## src/rtl/vector_map_sequencer_if.sv

```systemverilog
`default_nettype none
// ============================================================================
// Module   : vector_map_sequencer_if
// Purpose  : Input, function-unit and output channels of the vector map
//            sequencer grouped into one bundle.
// Revision : 1.0 - initial release
// ============================================================================
interface vector_map_sequencer_if #(
    parameter int ELEM_W = 4,
    parameter int N      = 5
);
    logic                  in_valid;
    logic                  in_ready;
    logic [N*ELEM_W-1:0]   in_vector;
    logic                  fu_req_valid;
    logic                  fu_req_ready;
    logic [ELEM_W-1:0]     fu_req_data;
    logic                  fu_rsp_valid;
    logic [ELEM_W-1:0]     fu_rsp_data;
    logic                  out_valid;
    logic                  out_ready;
    logic [N*ELEM_W-1:0]   out_vector;
    logic                  err;

    // The environment (producer, function unit, consumer) drives the master side.
    modport master (
        output in_valid, in_vector, fu_req_ready, fu_rsp_valid, fu_rsp_data, out_ready,
        input  in_ready, fu_req_valid, fu_req_data, out_valid, out_vector, err
    );

    modport slave (
        input  in_valid, in_vector, fu_req_ready, fu_rsp_valid, fu_rsp_data, out_ready,
        output in_ready, fu_req_valid, fu_req_data, out_valid, out_vector, err
    );
endinterface
`default_nettype wire

```

## src/rtl/vector_map_sequencer.sv

```systemverilog
`default_nettype none
// ============================================================================
// Module   : vector_map_sequencer
// Purpose  : Streams each element of a captured vector through a shared
//            function unit and collects the in-order results into a vector.
// Revision : 1.0 - initial release
// ============================================================================
module vector_map_sequencer #(
    parameter int ELEM_W = 4,
    parameter int N      = 5
) (
    input  logic                  clk,
    input  logic                  rst_n,
    vector_map_sequencer_if.slave bus
);
    localparam int                VEC_W   = N * ELEM_W;
    localparam int                IDX_W   = $clog2(N + 1);
    localparam logic [IDX_W-1:0]  END_IDX = IDX_W'(N);
    localparam logic [IDX_W-1:0]  ONE_IDX = IDX_W'(1);

    typedef enum logic [1:0] {
        IDLE = 2'd0,
        RUN  = 2'd1,
        DONE = 2'd2
    } state_t;

    state_t              state_q, state_d;
    logic [IDX_W-1:0]    issue_idx_q, issue_idx_d;
    logic [IDX_W-1:0]    collect_idx_q, collect_idx_d;
    logic [VEC_W-1:0]    vec_q, vec_d;
    logic [VEC_W-1:0]    res_q, res_d;
    logic                err_q, err_d;
    logic                in_ready_q, in_ready_d;

    logic                req_valid;
    logic [ELEM_W-1:0]   req_data;
    logic                issue_fire;
    logic                rsp_accept;

    always_comb begin
        req_valid = (state_q == RUN) && (issue_idx_q < END_IDX);
        req_data  = '0;
        for (int k = 0; k < N; k++) begin
            if (issue_idx_q == IDX_W'(k)) begin
                req_data = vec_q[k*ELEM_W +: ELEM_W];
            end
        end
    end

    always_comb begin
        state_d       = state_q;
        issue_idx_d   = issue_idx_q;
        collect_idx_d = collect_idx_q;
        vec_d         = vec_q;
        res_d         = res_q;
        err_d         = err_q;

        issue_fire = req_valid && bus.fu_req_ready;
        if (issue_fire) begin
            issue_idx_d = issue_idx_q + ONE_IDX;
        end

        // Compare against the post-issue count so a zero-latency response
        // to this cycle's request is accepted.
        rsp_accept = bus.fu_rsp_valid && (state_q == RUN) && (collect_idx_q < issue_idx_d);
        if (bus.fu_rsp_valid && !rsp_accept) begin
            err_d = 1'b1;
        end
        if (rsp_accept) begin
            collect_idx_d = collect_idx_q + ONE_IDX;
            for (int k = 0; k < N; k++) begin
                if (collect_idx_q == IDX_W'(k)) begin
                    res_d[k*ELEM_W +: ELEM_W] = bus.fu_rsp_data;
                end
            end
        end

        case (state_q)
            IDLE: begin
                if (bus.in_valid && in_ready_q) begin
                    vec_d         = bus.in_vector;
                    issue_idx_d   = '0;
                    collect_idx_d = '0;
                    state_d       = RUN;
                end
            end
            RUN: begin
                if (collect_idx_d == END_IDX) begin
                    state_d = DONE;
                end
            end
            DONE: begin
                if (bus.out_ready) begin
                    state_d = IDLE;
                end
            end
            default: state_d = IDLE;
        endcase

        in_ready_d = (state_d == IDLE);
    end

    always_ff @(posedge clk or negedge rst_n) begin
        if (!rst_n) begin
            state_q       <= IDLE;
            issue_idx_q   <= '0;
            collect_idx_q <= '0;
            vec_q         <= '0;
            res_q         <= '0;
            err_q         <= 1'b0;
            in_ready_q    <= 1'b0;
        end else begin
            state_q       <= state_d;
            issue_idx_q   <= issue_idx_d;
            collect_idx_q <= collect_idx_d;
            vec_q         <= vec_d;
            res_q         <= res_d;
            err_q         <= err_d;
            in_ready_q    <= in_ready_d;
        end
    end

    assign bus.in_ready     = in_ready_q;
    assign bus.fu_req_valid = req_valid;
    assign bus.fu_req_data  = req_data;
    assign bus.out_valid    = (state_q == DONE);
    assign bus.out_vector   = res_q;
    assign bus.err          = err_q;
endmodule
`default_nettype wire

```

## src/flat_wrapper.sv

```systemverilog
// flat-port wrapper written by rule: the top's interface ports become plain ports
module vector_map_sequencer_flat 
#(
    parameter int ELEM_W = 4,
    parameter int N      = 5
)
  (clk, rst_n, bus_in_valid, bus_in_vector, bus_fu_req_ready, bus_fu_rsp_valid, bus_fu_rsp_data, bus_out_ready, bus_in_ready, bus_fu_req_valid, bus_fu_req_data, bus_out_valid, bus_out_vector, bus_err);
  vector_map_sequencer_if #(.ELEM_W(ELEM_W), .N(N)) bus_i ();
  input  logic clk;
  input  logic rst_n;
  input wire logic [$bits(bus_i.in_valid)-1:0] bus_in_valid;
  input wire logic [$bits(bus_i.in_vector)-1:0] bus_in_vector;
  input wire logic [$bits(bus_i.fu_req_ready)-1:0] bus_fu_req_ready;
  input wire logic [$bits(bus_i.fu_rsp_valid)-1:0] bus_fu_rsp_valid;
  input wire logic [$bits(bus_i.fu_rsp_data)-1:0] bus_fu_rsp_data;
  input wire logic [$bits(bus_i.out_ready)-1:0] bus_out_ready;
  output wire logic [$bits(bus_i.in_ready)-1:0] bus_in_ready;
  output wire logic [$bits(bus_i.fu_req_valid)-1:0] bus_fu_req_valid;
  output wire logic [$bits(bus_i.fu_req_data)-1:0] bus_fu_req_data;
  output wire logic [$bits(bus_i.out_valid)-1:0] bus_out_valid;
  output wire logic [$bits(bus_i.out_vector)-1:0] bus_out_vector;
  output wire logic [$bits(bus_i.err)-1:0] bus_err;
  assign bus_i.in_valid = bus_in_valid;
  assign bus_i.in_vector = bus_in_vector;
  assign bus_i.fu_req_ready = bus_fu_req_ready;
  assign bus_i.fu_rsp_valid = bus_fu_rsp_valid;
  assign bus_i.fu_rsp_data = bus_fu_rsp_data;
  assign bus_i.out_ready = bus_out_ready;
  assign bus_in_ready = bus_i.in_ready;
  assign bus_fu_req_valid = bus_i.fu_req_valid;
  assign bus_fu_req_data = bus_i.fu_req_data;
  assign bus_out_valid = bus_i.out_valid;
  assign bus_out_vector = bus_i.out_vector;
  assign bus_err = bus_i.err;
  vector_map_sequencer #(.ELEM_W(ELEM_W), .N(N)) u_core (.clk(clk), .rst_n(rst_n), .bus(bus_i));
endmodule
```

## config.mk

```make
export PLATFORM = sky130hd
export DESIGN_NAME = vector_map_sequencer_flat
export DESIGN_NICKNAME = d
export VERILOG_FILES = /design/src/rtl/vector_map_sequencer_if.sv /design/src/rtl/vector_map_sequencer.sv /design/src/flat_wrapper.sv
export SDC_FILE = /design/constraint.sdc
export NUM_CORES = 1
export LEC_CHECK = 0
export BUFFER_PORTS_ARGS = -buffer_cell sky130_fd_sc_hd__buf_2
export CORE_ASPECT_RATIO = 1.1
export CORE_MARGIN = 8
export CORE_UTILIZATION = 53
export DETAILED_ROUTE_END_ITERATION = 10
export PLACE_DENSITY_LB_ADDON = 0.15
export SKIP_LAST_GASP = 1
export SLEW_MARGIN = 20
export SYNTH_ARGS = -nofsm -noshare
export SYNTH_HDL_FRONTEND = slang
export SYNTH_SLANG_ARGS = --single-unit
```

## constraint.sdc

```tcl
create_clock -name clk -period 3.3 [get_ports clk]
set_input_delay 0.33 -clock clk [delete_from_list [all_inputs] [get_ports clk]]
set_output_delay 0.33 -clock clk [all_outputs]
set_load 0.01 [all_outputs]
```

# After elaboration in Yosys (flattened, before gate mapping)
# Index checks and enable logic that the tools add are counted.
word_totals:
  register_bits: 50
  wordCells: 58
classes:
  n_eq_ne: 11
  n_addsub: 2
  reduce_logical: 17
  mux: 15
  n_lt_le_gt_ge: 2
ops:
  columns: ["op", "count"]
  rows:
  - ["2-to-1 mux 4 bit", 5]
  - ["2-to-1 mux 3 bit", 6]
  - ["equality test 3 x 2 -> 1 bit, second input constant", 4]
  - ["AND reduction 2 bit", 6]
  - ["equality test 3 bit, second input constant", 3]
  - ["adder 3 x 1 -> 3 bit, second input constant", 2]
  - ["equality test 3 x 1 -> 1 bit, second input constant", 2]
  - ["logical AND 1 bit", 6]
  - ["logical NOT 3 bit", 2]
  - ["2-to-1 mux 2 bit", 3]
  - ["case mux 2 bit (3 select lines)", 1]
  - ["logical NOT 2 bit", 2]
  - ["less-than comparator 3 bit", 1]
  - ["less-than comparator 3 bit, second input constant", 1]
  - ["equality test 2 x 1 -> 1 bit, second input constant", 1]
  - ["equality test 2 bit, second input constant", 1]
  - ["logical NOT 1 bit", 1]

# Logic depth before layout (Yosys ltp)
logic_depth:
  ltp_word: 11
  depth_mapped: 11
  depth_no_buf: 11

# Least setup slack after synthesis
# Ideal clock, no wire load.
synth_path:
  path_kind: "register to register"
  startpoint: "register u_core.issue_idx_q[0]"
  endpoint: "register u_core.state_q[1]"
  synth_period_minus_slack_ps: 2604
  arrival_time_ps: 2539
  stages_incl_launch_ff: 10
  t_required_ps: 3235
  path_slack_ps: 696
  path_cell_list: "dfrtp_1 > ha_1 > ha_1 > o22a_1 > ha_1 > nand4bb_1 > or4_1 > a32o_1 > nor3b_1 > a21o_1"
synth_via:
  elab_chain_len: 10
  elab_cells_between_ends: 11
  classes_between: "add/sub (1); order compare (2); eq/ne (1); mux (4); reduce/logical (3)"
synth_rtl:
  columns: ["item", "line", "text"]
  rows:
  - ["start: declaration", "vector_map_sequencer.sv:28", "logic [IDX_W-1:0] issue_idx_q, issue_idx_d;"]
  - ["start signal: assignment", "vector_map_sequencer.sv:114", "issue_idx_q <= issue_idx_d;"]
  - ["less-than comparator 3 bit", "vector_map_sequencer.sv:41", "req_valid = (state_q == RUN) && (issue_idx_q < END_IDX);"]
  - ["logical AND 1 bit", "vector_map_sequencer.sv:41", null]
  - ["logical AND 1 bit", "vector_map_sequencer.sv:58", "issue_fire = req_valid && bus.fu_req_ready;"]
  - ["2-to-1 mux 3 bit (*)", "vector_map_sequencer.sv:59", "if (issue_fire) begin"]
  - ["less-than comparator 3 bit (*)", "vector_map_sequencer.sv:65", "rsp_accept = bus.fu_rsp_valid && (state_q == RUN) && (collect_idx_q < issue_idx_d);"]
  - ["logical AND 1 bit (*)", "vector_map_sequencer.sv:65", null]
  - ["2-to-1 mux 3 bit (*)", "vector_map_sequencer.sv:69", "if (rsp_accept) begin"]
  - ["equality test 3 bit (*)", "vector_map_sequencer.sv:88", "if (collect_idx_d == END_IDX) begin"]
  - ["2-to-1 mux 2 bit (*)", "vector_map_sequencer.sv:88", null]
  - ["case mux 2 bit (3 select lines) (*)", "vector_map_sequencer.sv:78", "case (state_q)"]
  - ["net u_core.state_d[1]", "vector_map_sequencer.sv:27", "state_t state_q, state_d;"]
  - ["end signal: assignment", "vector_map_sequencer.sv:113", "state_q <= state_d;"]
  - ["end: declaration", "vector_map_sequencer.sv:27", null]
# Mark *: on every way through the listed nets, which the timed path passes. The rest lies on a longest branch.
# A chain may end at the register's enable or synchronous reset.

# Final worst setup path
# Ends and elaborated chain as after synthesis.

==> results.md <==
- Synth Area in Compound Gates: 0.0960
- P per Cell Area: 1000 nW/um^2
- Reg-to-reg startpoint: u_core.issue_idx_q[0]
- Design Power: 2900 uW
- Synth Area in Adders: 0.0610
- Total gr overflow: 0
- Post-synth net total: 238
- TritonRoute pass-1 iters: 5
- Core box area: 4550 um^2
- Max Slew Vio Count: 0
- Critical path peak fanout: 7
- TritonCTS clock tree: done
- Fin util: 0.635
- Largest net degree at the start of global routing: 51
- Status: finished clean
- Mux share of post-synthesis cell area: 0.189
- Port Buffers: 57
- Synth warn: 0
- H-tree Lvls: 2
- DP HPWL: ~3.9 mm
- Main combinational cell family by area after synthesis: multiplexers
- Root Buffer: clkbuf_8
- Crit share post-route: 0.854
- Hold buffer count at CTS: 0
- RSZ-0062 raised after global routing: false
- Crit path kind: register to register
- Synth Area in Simple Gates: 0.126
- Hold Crit Class: input pin to asynchronous set/reset pin
- Number of cell rows: 26
- Mapped cell area: ~2500 um^2
- Clock buffer depth: 2
- Die width: 81.0 um
- Die height: 87.5 um
- Nets: 298
- Vias in the first global route: ~1800
- Async set or reset register ratio after synthesis: 1.00
- Ys flop type: dfrtp_1
- Initial antenna violation count: 0
- Clock latency on the worst-skew pair: 0.30 ns
- Post-synth EDFFs: 0
- Fmax: roughly 350 MHz
- #FFs+latches synth: 50
- Overall global routing resource usage: 0.159
- Synth cell types: 40
- CTS clock-pin slew for the worst setup and hold paths: 0.09 ns
- Post-route clock skew: 0.00581 ns
- CTS Sinks: 50
- Startpoint Class: register
- Setup TNS Final: 0 ns
- Maximum VDD drop: 474 uV
- Full die area: about 7000 um^2
- Mean Syn Cell Area: 12.6 um^2
- Vias: 1745
- Worst slew pin tran: 0.609 ns
- Routed WL: ~5.3 mm
- CP max stage delay: roughly 0.53 ns
- Worst setup path start: u_core.issue_idx_q[0]
- # diodes: 0
- Final setup viols: 0
- Fillcell total: around 380
- Num CTS Buffers: 5
- Register area share after synthesis: 0.508
- Share of cells above drive strength 1: 0.420
- Arr. time, crit path: 3.06 ns
- Synth Area in XOR/XNOR: 0
- Via density: 5.58
- WL/cell: around 17 um
- CP max-delay cell: or4_1
- Ports: 58
- Post-CTS Setup Bufs: 0
- Worst setup EP type: register
- Gp weighted congestion: 0.811
- CP delay by family, top: simple AND/OR/NAND/NOR gates
- DRC violations left: 0
- Starting Density: 0.541
- Global-route wire length before repair: 8.74 mm
- CTS-repair resized insts: 0
- CP required: 3.55 ns
- Area Growth Syn to Fin: 17.4%
- Most frequent cells in the layout: buf_2 (56), dfrtp_1 (50), mux2_2 (28)
- Final hold violation count: 0
- Static leakage: between 0.001 and 0.0015 uW
- Number of max-cap violations: 0
- Detail Route Antenna Nets: 0
- Commonest non-fill, non-tap cell in the layout: buf_2
- Synth Instances: 196
- CP dominant cell by count: ha_1
- First DRT Iteration DRCs: 78
- Worst Path Buf+Inv: 0
- Crit path time final: 2.82 ns
- Crit path cell chain: ha_1 -> ha_1 -> o22a_1 -> ha_1 -> nand4bb_1 -> or4_1 -> a32o_1 -> nor3b_1 -> a21o_1
- Worst slew margin: 0.594
sequential cells by signal, indices dropped and copies added, names as in the netlist:
name / cells
u_core.issue_idx_q: 3
u_core.state_q: 2
u_core.bus.err: 1
u_core.bus.in_ready: 1
u_core.collect_idx_q: 3
u_core.vec_q: 20
u_core.bus.out_vector: 20
synthesized netlist by cell type, types with 2 or more instances:
master / count / share of area
o21ai_0: 2 / 0.0041
and4_4: 3 / 0.014
dfrtp_1: 50 / 0.51
and2_1: 3 / 0.0076
a222oi_1: 4 / 0.016
nor2_1: 15 / 0.023
a311oi_1: 2 / 0.0071
mux2_1: 8 / 0.037
a21oi_1: 12 / 0.024
ha_1: 12 / 0.061
nand4bb_1: 2 / 0.0091
mux2_2: 28 / 0.13
nand4_1: 2 / 0.0051
nand2_1: 8 / 0.012
a21o_1: 2 / 0.0061
nor2b_1: 2 / 0.0051
nor3_1: 7 / 0.014
clkbuf_1: 3 / 0.0046
nor3b_1: 2 / 0.0061
inv_1: 6 / 0.0091
mux2_4: 4 / 0.024
routing by layer:
metal | part of all wire | up-vias | GRT usage | routed length (um)
met4 | 0.012 | 0 | 0.0585 | 62
met3 | 0.069 | 4 | 0.0455 | 364
met5 | 0 | - | 0 | 0
met1 | 0.45 | 854 | 0.209 | 2360
met2 | 0.47 | 46 | 0.241 | 2490
li1 | - | 841 | - | -
through the flow:
step                      hold WS (ns)  cells  instance area, um^2  setup slack [ns]
after global placement           0.438    305                 2800             0.570
after floorplan                 0.0344    196                 2460             0.696
final                           0.0338    313                 2890             0.482
after detailed placement         0.443    305                 2800             0.516
after global routing            0.0738    313                 2890             0.293
after CTS                        0.241    313                 2890             0.475
layout make-up:
class	count	area, um^2	area share
clock buffers	6	72.6	0.0251
clock inverters	2	13.8	0.00476
inverters	6	22.5	0.00779
multi-input cells	135	1170	0.403
flip-flops and latches	50	1250	0.433
well taps	56	70.1	0.0242
repair buffers	58	295	0.102
report_power, final:
| group | switching, uW | total (uW) | internal (uW) |
|---|---|---|---|
| registers | 220 | 1130 | 908 |
| clock network | 197 | 347 | 150 |
| logic | 741 | 1430 | 684 |
| total | 1160 | 2900 | 1740 |
cell families after synthesis:
group,Yosys count
AOI/OAI and AO/OA,30
adders and majority gates,12
buffers and inverters,11
DFF,50
muxes,40
and+or+nand+nor,53
worst reg2reg max path: stages, from the launching register on:
cell and delay, ns:
dfrtp_1 0.48, ha_1 0.24, ha_1 0.27, o22a_1 0.23, ha_1 0.19, nand4bb_1 0.24, or4_1 0.53, a32o_1 0.25
nor3b_1 0.20, a21o_1 0.14
path summary, 6_finish.rpt:
kind / cells past startpoint / slack, ns / endpoint
worst max-delay path: 9 / 0.48 / u_core.state_q[1]
worst min-delay path: 1 / 0.03 / u_core.bus.out_vector[19]
worst max register to register: 9 / 0.48 / u_core.state_q[1]
worst min register to register: 1 / 0.47 / u_core.bus.err
max in group asynchronous: 1 / 2.85 / u_core.vec_q[0]
min in group clk: 2 / 0.26 / u_core.vec_q[2]
Power figures use the tool's default switching activity.
